===== config.mk =====
export PLATFORM = sky130hd
export DESIGN_NAME = tchk_cond_monitor
export DESIGN_NICKNAME = d
export VERILOG_FILES = /design/src/rtl/tchk_cond_monitor.sv
export SDC_FILE = /design/constraint.sdc
export NUM_CORES = 1
export LEC_CHECK = 0
export CAP_MARGIN = 20
export CORE_ASPECT_RATIO = 1.5
export CORE_MARGIN = 8
export CORE_UTILIZATION = 35
export DETAILED_ROUTE_END_ITERATION = 10
export PLACE_DENSITY = 0.61
export SLEW_MARGIN = 5
export SYNTH_ARGS = -nofsm -noshare
export SYNTH_HDL_FRONTEND = slang
export SYNTH_SLANG_ARGS = --single-unit

===== constraint.sdc =====
create_clock -name clk -period 3.1 [get_ports clk]
set_input_delay 0.465 -clock clk [delete_from_list [all_inputs] [get_ports clk]]
set_output_delay 0.465 -clock clk [all_outputs]
set_load 0.05 [all_outputs]

===== src/rtl/tchk_cond_monitor.sv =====
// tchk_cond_monitor: clocked, multi-channel conditional setup/hold monitor.
// Each data channel is watched against one shared reference strobe that is
// qualified by cond. Violations are reported as registered one-cycle pulses,
// a per-channel toggling notifier and saturating per-channel counters.
module tchk_cond_monitor #(
    parameter int NCH       = 2,
    parameter int SETUP_CYC = 4,
    parameter int HOLD_CYC  = 3,
    parameter int CNT_W     = 8,
    parameter int DATA_EDGE = 0,
    parameter int REF_EDGE  = 0
) (
    input  logic                 clk,
    input  logic                 rst_n,
    input  logic [NCH-1:0]       data,
    input  logic                 ref_sig,
    input  logic                 cond,
    input  logic                 clr,
    output logic [NCH-1:0]       viol_setup,
    output logic [NCH-1:0]       viol_hold,
    output logic [NCH-1:0]       notifier,
    output logic [NCH*CNT_W-1:0] viol_cnt
);

    localparam int AGE_W = $clog2(SETUP_CYC + 1);
    localparam int HC_W  = (HOLD_CYC > 1) ? $clog2(HOLD_CYC) : 1;
    localparam logic [AGE_W-1:0] AGE_MAX = AGE_W'(SETUP_CYC);
    localparam logic [HC_W-1:0]  HC_LAST = HC_W'(HOLD_CYC - 1);

    typedef enum logic {
        H_IDLE = 1'b0,
        H_WIN  = 1'b1
    } hstate_t;

    // Edge selector: mode 0 falling, 1 rising, anything else either edge.
    function automatic logic edge_of(input logic prev, input logic cur, input int mode);
        logic e;
        case (mode)
            0:       e = prev & ~cur;
            1:       e = ~prev & cur;
            default: e = prev ^ cur;
        endcase
        return e;
    endfunction

    // Counter increment that sticks at all-ones instead of wrapping.
    function automatic logic [CNT_W-1:0] sat_add(input logic [CNT_W-1:0] base,
                                                 input logic [1:0] inc);
        logic [CNT_W:0] sum;
        sum = {1'b0, base} + (CNT_W+1)'(inc);
        if (sum[CNT_W]) begin
            return {CNT_W{1'b1}};
        end else begin
            return sum[CNT_W-1:0];
        end
    endfunction

    logic                 armed_r;
    logic [NCH-1:0]       data_prev_r;
    logic                 ref_prev_r;
    logic [AGE_W-1:0]     age_r      [NCH];
    hstate_t              hstate_r   [NCH];
    logic [HC_W-1:0]      hcnt_r     [NCH];
    logic [NCH-1:0]       viol_setup_r;
    logic [NCH-1:0]       viol_hold_r;
    logic [NCH-1:0]       notifier_r;
    logic [NCH*CNT_W-1:0] viol_cnt_r;

    logic                 qr_s;
    logic [NCH-1:0]       dedge_s;
    logic [NCH-1:0]       setup_s;
    logic [NCH-1:0]       hold_s;
    logic [AGE_W-1:0]     age_nxt_s  [NCH];
    hstate_t              hstate_nxt_s [NCH];
    logic [HC_W-1:0]      hcnt_nxt_s [NCH];
    logic [NCH*CNT_W-1:0] cnt_nxt_s;

    // Qualified reference edge; an unknown or low cond never qualifies.
    always_comb begin
        qr_s = 1'b0;
        if (armed_r && edge_of(ref_prev_r, ref_sig, REF_EDGE) && (cond === 1'b1)) begin
            qr_s = 1'b1;
        end else begin
            qr_s = 1'b0;
        end
    end

    // Per-channel edge detect, setup age, hold window and counter next-state.
    always_comb begin
        dedge_s   = '0;
        setup_s   = '0;
        hold_s    = '0;
        cnt_nxt_s = viol_cnt_r;
        for (int i = 0; i < NCH; i++) begin
            age_nxt_s[i]    = age_r[i];
            hstate_nxt_s[i] = hstate_r[i];
            hcnt_nxt_s[i]   = hcnt_r[i];

            dedge_s[i] = armed_r & edge_of(data_prev_r[i], data[i], DATA_EDGE);

            // Age as seen in this cycle: a same-cycle data edge means age 0.
            if (dedge_s[i]) begin
                age_nxt_s[i] = {AGE_W{1'b0}};
            end else if (age_r[i] == AGE_MAX) begin
                age_nxt_s[i] = AGE_MAX;
            end else begin
                age_nxt_s[i] = age_r[i] + AGE_W'(1);
            end

            setup_s[i] = qr_s & (age_nxt_s[i] < AGE_MAX);
            hold_s[i]  = dedge_s[i] & (qr_s | (hstate_r[i] == H_WIN));

            // The QR cycle itself is window offset 0, so WIN starts at 1.
            case (hstate_r[i])
                H_IDLE: begin
                    if (qr_s && (HOLD_CYC > 1)) begin
                        hstate_nxt_s[i] = H_WIN;
                        hcnt_nxt_s[i]   = HC_W'(1);
                    end else begin
                        hstate_nxt_s[i] = H_IDLE;
                        hcnt_nxt_s[i]   = {HC_W{1'b0}};
                    end
                end
                H_WIN: begin
                    if (qr_s) begin
                        hstate_nxt_s[i] = H_WIN;
                        hcnt_nxt_s[i]   = HC_W'(1);
                    end else if (hcnt_r[i] == HC_LAST) begin
                        hstate_nxt_s[i] = H_IDLE;
                        hcnt_nxt_s[i]   = {HC_W{1'b0}};
                    end else begin
                        hstate_nxt_s[i] = H_WIN;
                        hcnt_nxt_s[i]   = hcnt_r[i] + HC_W'(1);
                    end
                end
                default: begin
                    hstate_nxt_s[i] = H_IDLE;
                    hcnt_nxt_s[i]   = {HC_W{1'b0}};
                end
            endcase

            if (clr) begin
                cnt_nxt_s[i*CNT_W +: CNT_W] = CNT_W'({1'b0, setup_s[i]} + {1'b0, hold_s[i]});
            end else begin
                cnt_nxt_s[i*CNT_W +: CNT_W] = sat_add(viol_cnt_r[i*CNT_W +: CNT_W],
                                                      {1'b0, setup_s[i]} + {1'b0, hold_s[i]});
            end
        end
    end

    // State and registered outputs; reset discards all history immediately.
    always_ff @(posedge clk or negedge rst_n) begin
        if (!rst_n) begin
            armed_r      <= 1'b0;
            data_prev_r  <= '0;
            ref_prev_r   <= 1'b0;
            viol_setup_r <= '0;
            viol_hold_r  <= '0;
            notifier_r   <= '0;
            viol_cnt_r   <= '0;
            for (int i = 0; i < NCH; i++) begin
                age_r[i]    <= AGE_MAX;
                hstate_r[i] <= H_IDLE;
                hcnt_r[i]   <= {HC_W{1'b0}};
            end
        end else begin
            armed_r      <= 1'b1;
            data_prev_r  <= data;
            ref_prev_r   <= ref_sig;
            viol_setup_r <= setup_s;
            viol_hold_r  <= hold_s;
            notifier_r   <= notifier_r ^ (setup_s | hold_s);
            viol_cnt_r   <= cnt_nxt_s;
            for (int i = 0; i < NCH; i++) begin
                age_r[i]    <= age_nxt_s[i];
                hstate_r[i] <= hstate_nxt_s[i];
                hcnt_r[i]   <= hcnt_nxt_s[i];
            end
        end
    end

    assign viol_setup = viol_setup_r;
    assign viol_hold  = viol_hold_r;
    assign notifier   = notifier_r;
    assign viol_cnt   = viol_cnt_r;

endmodule


==> key figures, run 1 <==
Status
  • Outcome: completed

Logic synthesis
  • Top cells by area, synth: dfrtp_1 (52%), ha_1 (7.3%), dfstp_2 (3.0%)
  • Synth Area in XOR/XNOR: under 10%
  • Net count after synthesis: ~170
  • Yosys cell types: 36
  • Post-Syn Instances: roughly 150
  • Avg Cell Area, Syn: 11.4 µm²
  • Synth area leader: dfrtp_1
  • Largest family of logic cells by synthesized area: simple AND/OR/NAND/NOR gates
  • Compound-Gate Fraction of Synth Area: between 10% and 20%
  • Post-synthesis simple-gate area fraction: between 10% and 20%
  • Cell area after synthesis: approximately 1700 µm²
  • Register area share after synthesis: a little under three fifths
  • Mux cell area share after synthesis: 0%
  • Syn. warnings: 0
  • Flops & latches, synth: 38
  • Post-Synth Adder-Cell Area: about a tenth
  • Share of the synthesized area in the top cell type: between 50% and 60%

Route
  • Number of vias per cell: between 4 and 5
  • # DRC: 0
  • Detailed-route via count: 1305
  • Post-Route WL: 3690 µm
  • 1st-iter DRT viols: 76
  • Remaining antenna violation count: 0
  • DR WL/cell: 14.0 µm
  • 1st-pass router iterations: 4

Global route
  • Largest net degree at the start of global routing: 22
  • Vias in the first global route: ~1.4k
  • GRT overflow: 0
  • First-pass GRT wire length: 6440 µm
  • Total Routing Usage GR: 10.9%
  • Initial antenna violation count: 0

Worst setup path
  • Critical path startpoint category: input port
  • Slowest stage delay, CP: 470 ps
  • CP arrival: a little under 3000 ps
  • Crit path max fanout: 3
  • Crit path cell chain: clkdlybuf4s50_1, and3b_1, nor3_1, nor2_1, fa_1, ha_1, and3_1, a2111oi_0, nor3b_1
  • Worst Path Buf+Inv: 1
  • CP required: ~3300 ps
  • Setup Crit Path Kind: in2reg
  • CP delay by family, top: simple AND/OR/NAND/NOR gates
  • CP max-delay cell: clkdlybuf4s50_1
  • CP endpoint kind: flip-flop

Power and ir drop
  • Power Dens Cells: roughly 630 nW/µm²
  • Peak VDD IR: about 0.32 mV
  • Leakage: about 1.0 nW

Finish
  • P&R area growth vs syn: 30.7%
  • FF/Latch Area: 953 µm²
  • Nets: 215
  • Fill cells: between 400 and 500
  • Util after Layout: 46.9%
  • Multi-input logic area: slightly above 700 µm²
  • ANT cells: 0
  • Share of cells above drive strength 1: 11.2%

CTS
  • Num CTS Buffers: 5
  • CTS Hold Bufs: 0
  • CTS tree: done
  • Root Buffer: clkbuf_8
  • CTS Sinks: 38
  • Bufs on Longest Clock Path: 2
  • Setup bufs post-CTS: 0
  • Clk slew on worst S/H paths: 70 ps
  • H-Tree Level Count: 2
  • # resized after CTS: 0
  • Skew-Pair Late Insertion Delay: 290 ps

Worst hold path
  • Hold Path Class: reg2reg

Timing
  • Max Freq: 366 MHz
  • Part of the cycle the worst path needs: slightly below 90%
  • Fin Setup TNS: 0 ps
  • Setup Skew: between 3 and 4 ps
  • Unrepaired setup endpoints after global routing: false
  • Setup-failing EPs final: 0
  • Fin crit period: 2740 ps
  • Tightest Pin Transition: between 800 and 900 ps
  • Slew Limit Fails: 0
  • Rel. slew slack: roughly two fifths
  • Final hold viol count: 0

Floorplanning
  • # rows: 31
  • Die area: approximately 7500 µm²
  • Die Y: 102 µm
  • Initial core utilization: between 30% and 40%
  • Core ar.: slightly below 5000 µm²
  • Die width: between 70 and 80 µm
  • I/O pins: 29

Placed design
  • Post-DP HPWL: around 2800 µm
  • Port Buffer Count: 28
  • Placer congestion estimate: between 0.7 and 0.8

Run
  • Max_cap viols: 0
## metal layers
metal	wire (µm)	track usage, %
met1	1550	12.1
met2	1860	18.5
met3	212	3.54
met4	64	4.95
met5	0	0
## flip-flops by register name (all words and copies together), names as in the netlist, 2 cells and up
signal / cells
hstate_r: 2
viol_cnt: 16
notifier: 2
age_r: 6
hcnt_r: 4
viol_hold: 2
viol_setup: 2
data_prev_r: 2
## final timing paths
check | from | endpoint | slack, ps | cells after the start
worst max register to register | age_r[0]$_DFF_PN0_ | viol_cnt[15]$_DFF_PN0_ | 460 | 10
worst min-delay path | age_r[3]$_DFF_PN0_ | age_r[3]$_DFF_PN0_ | 470 | 1
max in group asynchronous | rst_n | hstate_r[1]$_DFF_PN0_ | 1750 | 2
worst min register to register | age_r[3]$_DFF_PN0_ | age_r[3]$_DFF_PN0_ | 470 | 1
min in group asynchronous | rst_n | hstate_r[0]$_DFF_PN0_ | 670 | 1
worst max-delay path | data[1] | viol_cnt[15]$_DFF_PN0_ | 360 | 9
## cells in the mapped netlist, drive strengths merged
master   count
a2111oi      1
a211oi       2
a21oi        5
a2bb2oi      3
a31oi        6
and2         1
and3         3
and3b        4
and4         3
and4b        1
clkbuf       2
conb         1
dfrtp       36
dfstp        2
fa           2
ha          10
inv         14
nand2        6
nand2b       2
nand3        3
nand3b       2
nand4        1
nand4b       2
nor2         9
nor2b        3
nor3         5
nor3b        3
o211a        2
o21a         1
o21ai        9
or3          2
or4b         1
xnor2        4
xor2         1
## stage by stage
| step | cells | hold slack [ps] | worst slack (ps) | power (mW) | cell area (µm²) |
|---|---|---|---|---|---|
| floorplan | 152 | 169 | 498 | 0.930 | 1730 |
| global placement | 255 | 448 | 127 | 1.07 | 2160 |
| detailed placement | 255 | 455 | 74.6 | 1.09 | 2160 |
| CTS | 263 | 465 | 363 | 1.45 | 2250 |
| global route | 263 | 490 | 99.0 | 1.52 | 2250 |
| finish | 263 | 466 | 364 | 1.42 | 2250 |
## power breakdown
group	internal [mW]	switching, mW	total (mW)
sequential	0.609	0.0675	0.677
clock	0.179	0.169	0.348
combinational	0.176	0.223	0.400
## final cells by class
cell class | instances | share of cell area, %
Clock buffer | 7 | 3.83
Clock inverter | 1 | 0.222
Inverter | 14 | 2.33
Multi-Input combinational cell | 98 | 31.6
Sequential cell | 38 | 42.3
Tap cell | 66 | 3.66
Timing Repair Buffer | 39 | 16.1
## worst reg2reg max path, cell delays in order, from the launching register on
cell and delay (ps):
dfrtp_1 400, inv_1 70, ha_1 150, and3b_1 170
nor3_1 200, nor2_1 110, fa_1 460, ha_1 220
and3_1 200, a2111oi_0 440, nor3b_1 100
## cell families (layout without fill, tap and decap cells)
| logic type | count (synthesis) | in the layout |
|---|---|---|
| AND/OR/NAND/NOR | 51 | 51 |
| flip-flops | 38 | 38 |
| AO/OA/AOI/OAI | 29 | 29 |
| buffers and inverters | 16 | 61 |
| adder cells (fa/ha/maj) | 12 | 12 |
| XOR/XNOR | 5 | 5 |
| other | 1 | 1 |
## placed cells by master, fill, tap and decap left out, drive strengths merged
cell type / instances
dfrtp: 36
clkdlybuf4s50: 28
inv: 14
buf: 11
ha: 10
o21ai: 9
nor2: 9
clkbuf: 7
nand2: 6
a31oi: 6
nor3: 5
a21oi: 5
and3b: 4
xnor2: 4
nor2b: 3
a2bb2oi: 3
nand3: 3
nor3b: 3
and3: 3
and4: 3
a211oi: 2
nand4b: 2
or3: 2
nand3b: 2
o211a: 2
nand2b: 2
fa: 2
dfstp: 2
and4b: 1
o21a: 1
and2: 1
nand4: 1
xor2: 1
a2111oi: 1
or4b: 1
conb: 1
clkinv: 1
Power figures use the tool's default switching activity.
==> run 2: changes to the inputs <==
CORE_UTILIZATION = 52   (was 35)
PLACE_DENSITY = 0.82   (was 0.61)
==> run 2 against run 1 <==
  * Non-clock buffer count is 2 lower
  * Final cell count fell by 11%
  * Maximum frequency shrank 0.43%
  * Highest routed layer unchanged
==> key figures, run 2 (synthesis results as in run 1) <==
Power and ir drop
  • Peak VDD IR: 0.454 mV (+43%)
  • Comb pwr share: 25.3% (-2.8 points)
  • Leakage: 1.06 nW (+1.4%)
  • Power Total: 1.59 mW (+12%)
  • Switching portion of total power: 29.2% (-3.1 points)
  • P_sw: 0.466 mW (+1.2%)
  • Seq pwr share: 42.4% (-5.1 points)
  • Clock Power Share: 32.2% (+7.7 points)
  • Int Power: 1.13 mW (+17%)
  • Power Dens Cells: 705 nW/µm² (+12%)

Global route
  • First-pass GRT wire length: 6310 µm (-1.9%)
  • Vias in the first global route: 1358 (-3.8%)
  • Initial antenna violation count: 0 (unchanged)
  • Largest net degree at the start of global routing: 39 (+77%)
  • Total Routing Usage GR: 14.6% (+3.7 points)
  • GRT overflow: 0 (unchanged)

Placed design
  • Post-DP HPWL: 2600 µm (-6.2%)
  • Placed inst area: 2120 µm² (-2.2%)
  • Port Buffer Count: 28 (unchanged)
  • Inst Count DP: 227 (-11%)
  • Placer congestion estimate: 0.786 (+0.64%)

CTS
  • CTS Sinks: 38 (unchanged)
  • CTS Hold Bufs: 0 (unchanged)
  • Skew-Pair Late Insertion Delay: 290 ps (about the same)
  • Clk slew on worst S/H paths: 80 ps (about the same)
  • CTS tree: done
  • H-Tree Level Count: 2 (unchanged)
  • # resized after CTS: 0 (unchanged)
  • Num CTS Buffers: 5 (unchanged)
  • Bufs on Longest Clock Path: 2 (unchanged)
  • Setup bufs post-CTS: 0 (unchanged)
  • Root Buffer: clkbuf_8

Worst setup path
  • CP max-delay cell: clkdlybuf4s50_1
  • CP arrival: 2910 ps (+20 ps)
  • CP delay by family, top: simple AND/OR/NAND/NOR gates
  • Setup Crit Path Kind: in2reg
  • Critical path startpoint category: input port
  • CP required: 3260 ps (about the same)
  • Crit path max fanout: 3 (unchanged)
  • Worst Path Buf+Inv: 1 (unchanged)
  • Crit path cell chain: clkdlybuf4s50_1, and3b_1, nor3_1, nor2_1, fa_1, ha_1, and3_1, a2111oi_0, nor3b_1
  • Slowest stage delay, CP: 470 ps (about the same)
  • CP endpoint kind: flip-flop

Finish
  • Most common cell after layout, fill and taps aside: dfrtp_1
  • Fin area: 2260 µm² (+0.17%)
  • P&R area growth vs syn: 30.9%
  • Most frequent cells in the layout: dfrtp_1 (36), clkdlybuf4s50_1 (28), inv_1 (14), ha_1 (10)
  • Max reg flops: 16 (unchanged)
  • Final Non-Filler Cells: 235 (-11%)
  • Nets: 213 (-0.93%)
  • ANT cells: 0 (unchanged)
  • Share of cells above drive strength 1: 10.8% (-0.40 points)

Route
  • DR WL/cell: 14.9 µm (+6.5%)
  • Number of vias per cell: 5.47 (+10%)
  • # DRC: 0 (unchanged)
  • Post-Route WL: 3510 µm (-4.8%)
  • Remaining antenna violation count: 0 (unchanged)
  • 1st-iter DRT viols: 48 (-37%)
  • 1st-pass router iterations: 4 (unchanged)
  • Detailed-route via count: 1285 (-1.5%)

Floorplanning
  • I/O pins: 29 (unchanged)
  • Die area: 5460 µm² (-27%)
  • Die width: 63.0 µm (-14%)
  • # rows: 25 (-19%)
  • Initial core utilization: 54.6% (+19 points)
  • Core ar.: 3160 µm² (-34%)
  • Die Y: 86.6 µm (-15%)

Status
  • Outcome: completed

Timing
  • Part of the cycle the worst path needs: 88.6% (+0.38 points)
  • Tightest Pin Transition: 507 ps (-367 ps)
  • Setup-failing EPs final: 0 (unchanged)
  • Rel. slew slack: 66.1% (+25 points)
  • Final hold viol count: 0 (unchanged)
  • Unrepaired setup endpoints after global routing: false
  • Fin Setup TNS: 0 ps (unchanged)
  • Max Freq: 364 MHz (-0.43%)
  • Slew Limit Fails: 0 (unchanged)
  • Setup Skew: 9.08 ps (+5.22 ps)
  • Fin crit period: 2750 ps (+11.8 ps)

Worst hold path
  • Hold Path Class: reg2reg

Run
  • Max_cap viols: 0 (unchanged)
[run 2: through the flow]
stage | setup WS (ps) | util [%] | hold slack [ps]
6_report | 353 | 71.5 | 465
5_1_grt | 195 | 71.5 | 495
4_1_cts | 371 | 71.5 | 468
3_5_place_dp | 106 | 67.0 | 454
3_3_place_gp | 111 | 67.0 | 442
2_1_floorplan | 498 | - | 169
[run 2: worst paths after layout]
check	startpoint	end	slack, ps	cells past startpoint
setup / recovery	data[1]	viol_cnt[15]$_DFF_PN0_	350	9
hold / removal	notifier[1]$_DFF_PN0_	notifier[1]$_DFF_PN0_	460	1
setup reg to reg	age_r[0]$_DFF_PN0_	viol_cnt[15]$_DFF_PN0_	460	10
hold reg to reg	notifier[1]$_DFF_PN0_	notifier[1]$_DFF_PN0_	460	1
max in group asynchronous	rst_n	age_r[2]$_DFF_PN1_	2150	2
min in group asynchronous	rst_n	viol_cnt[7]$_DFF_PN0_	600	2
[run 2: final cells by class]
type	count	area, µm²
flip-flops and latches	38	953
fillers	233	901
multi-input cells	98	712
repair buffers	37	348
clock buffers	6	82.6
clock inverters	2	60.1
inverters	14	52.6
well taps	40	50.0
[run 2: power groups by stage]
stage	Clock (mW)	Sequential, mW	Combinational (mW)
after global placement	0	0.677	0.385
after detailed placement	0	0.685	0.405
final	0.514	0.675	0.404
after floorplan	0	0.756	0.174
after CTS	0.528	0.676	0.411
after global routing	0.545	0.690	0.450
[run 2: layer usage]
metal | routed length (µm) | GRT usage (%)
met5 | 0 | 0
met4 | 85 | 7.71
met3 | 252 | 5.94
met2 | 1770 | 24.4
met1 | 1400 | 15.5
==> run 3: changes to the inputs <==
ABC_AREA = 1   (was unset)
CORE_ASPECT_RATIO = 2   (was 1.5)
==> run 3 against run 2 <==
  * Area after synthesis up 4.4%
  * Clock power down 32%
  * Cell area down 1.4%
  * Non-clock buffer count is 7 lower
  * Final cell count is 12% higher
  * Worst hold slack got worse by 1.4 ps
  * Worst setup slack improved by 170 ps
  * Clock skew is 3.9 ps lower
  * First-iteration DRC count shrank 35%
  * Critical path type unchanged
  * Critical endpoint unchanged
==> key figures, run 3 <==
Finish
  • FF/Latch Area: 953 µm² (unchanged)
  • Multi-input logic area: 704 µm² (-1.1%)
  • Most frequent cells in the layout: inv_1 (36), dfrtp_1 (36), nand2_1 (28), clkdlybuf4s50_1 (28), nor2_1 (25)
  • Fin area: 2230 µm² (-1.4%)
  • P&R area growth vs syn: 23.6%
  • Fill cells: 284 (+22%)
  • Max reg flops: 16 (unchanged)
  • Nets: 250 (+17%)
  • Share of cells above drive strength 1: 9.48% (-1.3 points)
  • ANT cells: 0 (unchanged)

Status
  • Outcome: completed

Timing
  • Max Freq: 387 MHz (+6.4%)
  • Rel. slew slack: 65.5% (-0.53 points)
  • Fin crit period: 2580 ps (-166 ps)
  • Slew Limit Fails: 0 (unchanged)
  • Fin Setup TNS: 0 ps (unchanged)
  • Part of the cycle the worst path needs: 83.3% (-5.4 points)
  • Setup Skew: 5.18 ps (-3.90 ps)
  • Final hold viol count: 0 (unchanged)
  • Unrepaired setup endpoints after global routing: false
  • Tightest Pin Transition: 515 ps (+7.96 ps)
  • Hold Slack: 463 ps (-1.38 ps)
  • Setup-failing EPs final: 0 (unchanged)

CTS
  • Skew-Pair Late Insertion Delay: 290 ps (about the same)
  • Root Buffer: clkbuf_8
  • Setup bufs post-CTS: 0 (unchanged)
  • Clk slew on worst S/H paths: 70 ps (about the same)
  • CTS Hold Bufs: 0 (unchanged)
  • CTS Sinks: 38 (unchanged)
  • # resized after CTS: 0 (unchanged)
  • CTS tree: done
  • H-Tree Level Count: 2 (unchanged)
  • Bufs on Longest Clock Path: 2 (unchanged)
  • Num CTS Buffers: 5 (unchanged)

Logic synthesis
  • FFs w/ async S/R, synth: 100% (unchanged)
  • Cell area after synthesis: 1800 µm² (+4.4%)
  • Main synth FF type: dfrtp_1
  • Post-Synth Adder-Cell Area: 9.17% (-0.41 points)
  • Post-Syn Instances: 195 (+28%)
  • Commonest cells post-synth: dfrtp_1 (36), inv_1 (36), nand2_1 (28)
  • Largest family of logic cells by synthesized area: simple AND/OR/NAND/NOR gates
  • Compound-Gate Fraction of Synth Area: 7.92% (-2.8 points)
  • Synth area leader: dfrtp_1
  • Post-synthesis simple-gate area fraction: 18.4% (+0.20 points)
  • Flops & latches, synth: 38 (unchanged)
  • Post-synth EDFFs: 0 (unchanged)
  • Yosys cell types: 24 (-33%)
  • Syn. warnings: 0 (unchanged)
  • Mux cell area share after synthesis: 0% (unchanged)
  • Synth Area in XOR/XNOR: 3.40% (+0.86 points)
  • Share of the synthesized area in the top cell type: 50.0% (-2.2 points)
  • Net count after synthesis: 214 (+25%)
  • Register area share after synthesis: 52.9% (-2.3 points)
  • Avg Cell Area, Syn: 9.24 µm² (-19%)
  • Top cells by area, synth: dfrtp_1 (50%), inv_1 (7.5%), ha_1 (6.9%)

Floorplanning
  • Die width: 57.6 µm (-8.6%)
  • Die Y: 99.2 µm (+15%)
  • Die area: 5720 µm² (+4.8%)
  • # rows: 30 (+20%)
  • I/O pins: 29 (unchanged)
  • Initial core utilization: 53.9% (-0.68 points)
  • Core ar.: 3340 µm² (+5.7%)

Run
  • Max_cap viols: 0 (unchanged)

Route
  • Post-Route WL: 3400 µm (-3.3%)
  • 1st-iter DRT viols: 31 (-35%)
  • 1st-pass router iterations: 4 (unchanged)
  • # DRC: 0 (unchanged)
  • Detailed-route via count: 1341 (+4.4%)
  • Number of vias per cell: 5.08 (-7.1%)
  • DR WL/cell: 12.9 µm (-14%)
  • Remaining antenna violation count: 0 (unchanged)

Worst setup path
  • CP endpoint kind: flip-flop
  • Reg2reg setup slack: 740 ps (+280 ps)
  • Reg-to-Reg Start: age_r[3]$_DFF_PN0_
  • Worst R2R End: viol_cnt[6]$_DFF_PN0_
  • CP required: 3260 ps (about the same)
  • Crit path max fanout: 7 (+4)
  • Setup Crit Path Kind: in2reg
  • Reg2Reg Depth: 12 (+2)
  • Critical path startpoint category: input port
  • CP arrival: 2750 ps (-160 ps)

Global route
  • First-pass GRT wire length: 6160 µm (-2.4%)
  • Total Routing Usage GR: 13.9% (-0.75 points)
  • Largest net degree at the start of global routing: 39 (unchanged)
  • Vias in the first global route: 1453 (+7.0%)
  • GRT overflow: 0 (unchanged)
  • Initial antenna violation count: 0 (unchanged)

Power and ir drop
  • Leakage: 1.11 nW (+5.0%)
  • Power Dens Cells: 630 nW/µm² (-11%)
  • Peak VDD IR: 0.544 mV (+20%)

Worst hold path
  • WHS Endpoint: notifier[1]$_DFF_PN0_
  • Hold Path Class: reg2reg
  • WHS Path Cells: 1 (unchanged)
  • Hold_sp: notifier[1]$_DFF_PN0_

Placed design
  • Placed inst area: 2130 µm² (+0.77%)
  • Port Buffer Count: 28 (unchanged)
  • Placer congestion estimate: 0.828 (+5.3%)
  • Post-DP HPWL: 2540 µm (-2.1%)
[run 3: cells by family (layout without fill, tap and decap cells)]
family          after synthesis  in the layout
simple gates                 73             73
buf+inv                      38             75
other cells                   1              1
flops                        38             38
compound gates               26             26
fa+ha+maj                    12             12
xor+xnor                      7              7
[run 3: stage by stage]
stage               power [mW]  cells  util, %  setup slack, ps
finish                    1.40    264     66.7              519
global placement          1.05    256     63.8              248
CTS                       1.42    264     66.7              507
global route              1.50    264     66.7              288
floorplan                0.936    195        -              894
detailed placement        1.07    256     63.8              203
[run 3: worst max-delay path by stage]
| stage | start | endpoint | slack, ps |
|---|---|---|---|
| global placement | ref_sig | viol_cnt[15]$_DFF_PN0_ | 250 |
| detailed placement | ref_sig | viol_cnt[15]$_DFF_PN0_ | 200 |
| global route | ref_sig | viol_cnt[15]$_DFF_PN0_ | 290 |
| CTS | ref_sig | viol_cnt[15]$_DFF_PN0_ | 510 |
| floorplan | age_r[3]$_DFF_PN0_ | viol_cnt[6]$_DFF_PN0_ | 890 |
| finish | ref_sig | viol_cnt[15]$_DFF_PN0_ | 520 |
[run 3: metal layers]
| metal | global-route usage, % | part of all wire [%] | vias up |
|---|---|---|---|
| met4 | 7.98 | 2.4 | 0 |
| met1 | 14.4 | 40 | 638 |
| li1 | - | - | 671 |
| met5 | 0 | 0 | - |
| met3 | 3.23 | 3.5 | 8 |
| met2 | 24.4 | 54 | 24 |
[run 3: worst max-delay path, stage by stage]
cell and delay [ps]:
clkdlybuf4s50_1 480, nor2_1 60, nand3_2 110, inv_1 90, o21ai_0 260, inv_1 140
fa_1 420, ha_1 240, nand2_2 100, nor2_2 50, nand2_2 130, nand2_1 70
nor2_1 80, nor2_1 40
[run 3: final cells by class]
cell class                      instances  area share, %
Sequential cell                        38           42.8
Multi-Input combinational cell        119           31.6
Timing Repair Buffer                   30           13.3
Inverter                               37           6.24
Clock buffer                            6           3.71
Tap cell                               32           1.80
Clock inverter                          2          0.562
[run 3: power breakdown]
group | leakage, nW | internal (mW) | switching [mW]
sequential | 0.488 | 0.609 | 0.0673
clock | 0.0472 | 0.179 | 0.171
combinational | 0.580 | 0.148 | 0.229
total | 1.11 | 0.935 | 0.467
